[src/rtl/traffic_timing_sequencer.sv]
// traffic_timing_sequencer: tick-paced signal phase sequencer with pedestrian walk and forced all-red.
module traffic_timing_sequencer #(
    parameter int unsigned DWELL_GREEN  = 4,
    parameter int unsigned DWELL_YELLOW = 3,
    parameter int unsigned DWELL_WALK   = 8
) (
    input  logic       clk,
    input  logic       rst,
    input  logic       tick,
    input  logic       ped_req,
    input  logic       force_red,
    output logic [3:0] timing_state,
    output logic       ped_wait,
    output logic       ped_ack
);
    localparam logic [3:0] ST_NS_GREEN  = 4'd0;
    localparam logic [3:0] ST_NS_YELLOW = 4'd4;
    localparam logic [3:0] ST_EW_YELLOW = 4'd9;
    localparam logic [3:0] ST_WALK      = 4'd10;
    localparam logic [3:0] ST_ALL_RED   = 4'd15;
    logic [3:0] state_next;
    logic [7:0] count;
    logic [7:0] count_next;
    logic [7:0] dwell;
    logic       advance;
    logic       walk_entry;
    logic       ped_wait_next;
    logic       ped_ack_next;
    always_ff @(posedge clk) begin
        if (rst) begin
            assert (DWELL_GREEN >= 1 && DWELL_GREEN <= 255 &&
                    DWELL_YELLOW >= 1 && DWELL_YELLOW <= 255 &&
                    DWELL_WALK >= 1 && DWELL_WALK <= 255)
            else $error("traffic_timing_sequencer: dwell parameters must be 1..255");
            timing_state <= ST_NS_GREEN;
            count        <= 8'd0;
            ped_wait     <= 1'b0;
            ped_ack      <= 1'b0;
        end else begin
            timing_state <= state_next;
            count        <= count_next;
            ped_wait     <= ped_wait_next;
            ped_ack      <= ped_ack_next;
        end
    end
    always_comb begin
        dwell = (timing_state == ST_WALK) ? 8'(DWELL_WALK) :
                (timing_state == ST_NS_YELLOW || timing_state == ST_EW_YELLOW) ? 8'(DWELL_YELLOW) :
                8'(DWELL_GREEN);
        advance    = tick && (count == dwell - 8'd1);
        state_next = timing_state;
        count_next = count;
        // Override wins over everything; leaving all-red always restarts at NS green.
        if (force_red) begin
            state_next = ST_ALL_RED;
            count_next = 8'd0;
        end else if (timing_state == ST_ALL_RED) begin
            state_next = ST_NS_GREEN;
            count_next = 8'd0;
        end else if (advance) begin
            count_next = 8'd0;
            state_next = (timing_state == ST_EW_YELLOW) ? (ped_wait ? ST_WALK : ST_NS_GREEN) :
                         (timing_state == ST_WALK) ? ST_NS_GREEN :
                         timing_state + 4'd1;
        end else if (tick) begin
            count_next = count + 8'd1;
        end
    end
    always_comb begin
        walk_entry    = (state_next == ST_WALK) && (timing_state != ST_WALK);
        ped_wait_next = !walk_entry && (ped_wait || ped_req);
        ped_ack_next  = walk_entry;
    end
endmodule

[config.mk]
export PLATFORM = sky130hd
export DESIGN_NAME = traffic_timing_sequencer
export DESIGN_NICKNAME = d
export VERILOG_FILES = /design/src/rtl/traffic_timing_sequencer.sv
export SDC_FILE = /design/constraint.sdc
export NUM_CORES = 1
export LEC_CHECK = 0
export CORE_ASPECT_RATIO = 1.75
export CORE_UTILIZATION = 28
export DETAILED_ROUTE_END_ITERATION = 7
export PLACE_DENSITY = 0.45
export SETUP_SLACK_MARGIN = 0.1
export SLEW_MARGIN = 30
export SYNTH_ARGS = -nofsm -noshare
export SYNTH_HDL_FRONTEND = slang
export SYNTH_SLANG_ARGS = --single-unit
[constraint.sdc]
create_clock -name clk -period 2.7 [get_ports clk]
set_clock_uncertainty 0.2 [all_clocks]
set_input_delay 0.54 -clock clk [delete_from_list [all_inputs] [get_ports clk]]
set_output_delay 0.54 -clock clk [all_outputs]
set_load 0.02 [all_outputs]
==> qor.csv, run 1 <==
metric,value,unit
post_cts_buffers,0,
hold_buffers,0,
die_y,72.7,um
gp_congestion,0.751,
tns,0,ps
max_cap_viol_count,0,
area_growth,23.0,%
cts-htree-levels,1,
max_stage_delay,600,ps
critPathArrivalTime,2300,ps
grt_use_total,12.7,%
insertion_delay,250,ps
routed_wl,1730,um
multiInputGateArea,489,um^2
crit_required,2650,ps
cts_tree,yes,
cts_resized,0,
via_count,707,
antenna_cells,0,
drive_above_1_share,12.5,%
seq_area,280,um^2
slowest_stage,or4b_1,
pin_count,11,
wl_per_cell,13.2,um
dieArea,3090,um^2
critical_path.max_fanout,10,
syn_inst,91,
crit_cells,5,
coreArea,2720,um^2
overflow,0,
path_cells,"or4b_1, and3_4, o211ai_4, mux2_4, and3b_1",
critPathKind,reg -> reg,
drt_iter0_drc,34,
cts-root-buf,clkbuf_8,
setup_viol,0,
dp_cells,127,
fin_ws,352,ps
vdd_ir_drop_max,0.165,mV
clkSinkCount,14,
cts_buffers,3,
fillers,287,
place_ws,256,ps
r2r_end,ped_ack$_SDFF_PP0_,
clk_pin_slew,60,ps
tightestPinTransition,393,ps
path_delay_family,simple AND/OR/NAND/NOR gates,
dp_hpwl,1310,um
hold_viol,0,
worst-path-buf-inv,0,
fmaxAchievable,0.426,GHz
synthDistinctLibCells,38,
synth_warnings,0,
firstDrtPassIters,4,
cp-start-kind,flip-flop,
relSlewSlack,73.6,%
grt_first_pass_wirelength,2910,um
hold_end,count[7]$_SDFFE_PP0P_,
leakage,0.000368,uW
drcViolationCount,0,
crit_start,timing_state[0]$_SDFF_PP0_,
syn-num-nets,97,
cts_max_path_buffers,2,
r2r_cells,5,
die_w,42.4,um
syn_area,801,um^2
layout.nets,111,
ys_seq_elements,14,
fin_crit_sh,87.0,%
p_per_area,515,nW/um^2
r2r_start,timing_state[0]$_SDFF_PP0_,
ant_nets,0,
holdCritPathClass,reg -> reg,
cp-end-kind,flip-flop,
layoutNonFillerInstCount,131,
antenna_found_initial,0,
status,completed,
period_minus_slack,2350,ps
std_cell_rows,25,
grt_max_degree,13,
avgSynthCellArea,8.80,um^2
r2r_slack,350,ps
hold_path_depth,2,
io_buffers,10,
rsz0062_at_grt,false,
initial_core_util,29.4,%
yosysSeqAreaShare,35.0,%
viasPerCell,5.40,
slew_violations,0,
grt_pass1_vias,679,
min_from,count[7]$_SDFFE_PP0P_,
-- registers in the layout, indices dropped and copies added (netlist names) --
register      flops
count             8
ped_ack           1
timing_state      4
ped_wait          1
-- final cells by class --
cell class,count,share of cell area (%)
inverter,3,1.14
timing repair buffer,12,11.7
multi-input combinational,71,49.7
sequential,14,28.5
clock buffer,4,5.59
tap,27,3.43
-- through the flow --
step	util (%)	area, um^2	hold slack (ps)	power, uW
finish	36.2	985	321	507
global route	36.2	985	360	533
CTS	36.2	985	330	515
detailed placement	34.2	930	316	302
global placement	34.2	930	311	302
floorplan	-	801	272	273
-- cells in the mapped netlist --
| library cell | count | area share (%) |
|---|---|---|
| o211ai_4 | 1 | 2.7 |
| or2_2 | 2 | 1.6 |
| and3_4 | 1 | 1.4 |
| buf_6 | 1 | 1.4 |
| clkbuf_1 | 1 | 0.47 |
| and3b_1 | 1 | 1.1 |
| o211ai_1 | 1 | 0.94 |
| or4bb_1 | 1 | 1.4 |
| xor2_1 | 6 | 6.6 |
| a311o_1 | 1 | 1.3 |
| a21oi_2 | 1 | 1.1 |
| a21oi_1 | 3 | 1.9 |
| and3_1 | 2 | 1.6 |
| inv_1 | 3 | 1.4 |
| nand2_1 | 6 | 2.8 |
| dfxtp_1 | 14 | 35 |
| nor4_1 | 1 | 0.78 |
| buf_2 | 1 | 0.62 |
| o2111a_1 | 1 | 1.4 |
| xnor2_1 | 2 | 2.2 |
| nand3_1 | 4 | 2.5 |
| o311ai_0 | 1 | 1.1 |
| nor2_1 | 15 | 7.0 |
| or4b_1 | 1 | 1.3 |
| o2111ai_1 | 1 | 1.1 |
| a211oi_2 | 1 | 1.6 |
| mux2i_1 | 2 | 2.5 |
| or3_1 | 1 | 0.78 |
| and2_1 | 1 | 0.78 |
| mux2_4 | 1 | 1.9 |
| a221oi_1 | 1 | 1.1 |
| nor4bb_1 | 1 | 1.3 |
| o21ai_0 | 1 | 0.62 |
| ha_1 | 1 | 1.6 |
| and4b_1 | 1 | 1.3 |
| nand2b_1 | 2 | 1.6 |
| nand4_1 | 4 | 3.1 |
| a31oi_1 | 2 | 1.6 |
-- routing by layer --
layer | up-vias | wire, um | part of all wire [%] | global-route usage (%)
met5 | - | 0 | 0 | 0
met4 | 0 | 77 | 4.5 | 9.72
met3 | 7 | 65 | 3.8 | 2.23
met2 | 15 | 874 | 51 | 21.4
met1 | 329 | 708 | 41 | 13.7
li1 | 356 | - | - | -
-- worst max-delay path by stage --
| stage | endpoint | slack, ps |
|---|---|---|
| 2_1_floorplan | ped_ack$_SDFF_PP0_ | 380 |
| 3_3_place_gp | ped_ack$_SDFF_PP0_ | 310 |
| 3_5_place_dp | timing_state[3]$_SDFF_PP0_ | 260 |
| 4_1_cts | ped_ack$_SDFF_PP0_ | 350 |
| 5_1_grt | count[6]$_SDFFE_PP0P_ | 230 |
| 6_report | ped_ack$_SDFF_PP0_ | 350 |
-- worst min-delay path: stages, from the launching register on --
cell and delay (ps):
dfxtp_1 340, xor2_1 70, nor2_1 70
-- logic make-up after synthesis --
family,share of synthesized area [%]
flops,35.0
xor+xnor,8.75
simple gates,30.2
fa+ha+maj,1.56
compound gates,16.2
buf+inv,3.91
mux,4.37
-- cell usage in the layout, fill, tap and decap left out, types with 2 or more instances in the layout --
master           count
nor2_1              15
dfxtp_1             14
clkdlybuf4s50_1     10
nand2_1              6
xor2_1               6
nand3_1              4
nand4_1              4
clkbuf_8             4
inv_1                3
a21oi_1              3
xnor2_1              2
nand2b_1             2
or2_2                2
and3_1               2
a31oi_1              2
mux2i_1              2
buf_4                2
-- report_power, final --
group          internal (uW)  switching [uW]  total [uW]
Clock                    129            80.1         210
Combinational           35.1            35.5        70.6
Sequential               213            13.2         227
Note: power is estimated with default switching activity, not from simulation.
==> run 2: changes to the inputs <==
Settings changed: CAP_MARGIN from default to 0.
==> results of run 2 <==
Final layout, timing and power as in run 1 (identical DEF).
==> run 3: changes to the inputs <==
Settings changed: CTS_CLUSTER_SIZE from default to 16.
==> results of run 3 <==
Final layout, timing and power as in run 1 (identical DEF).
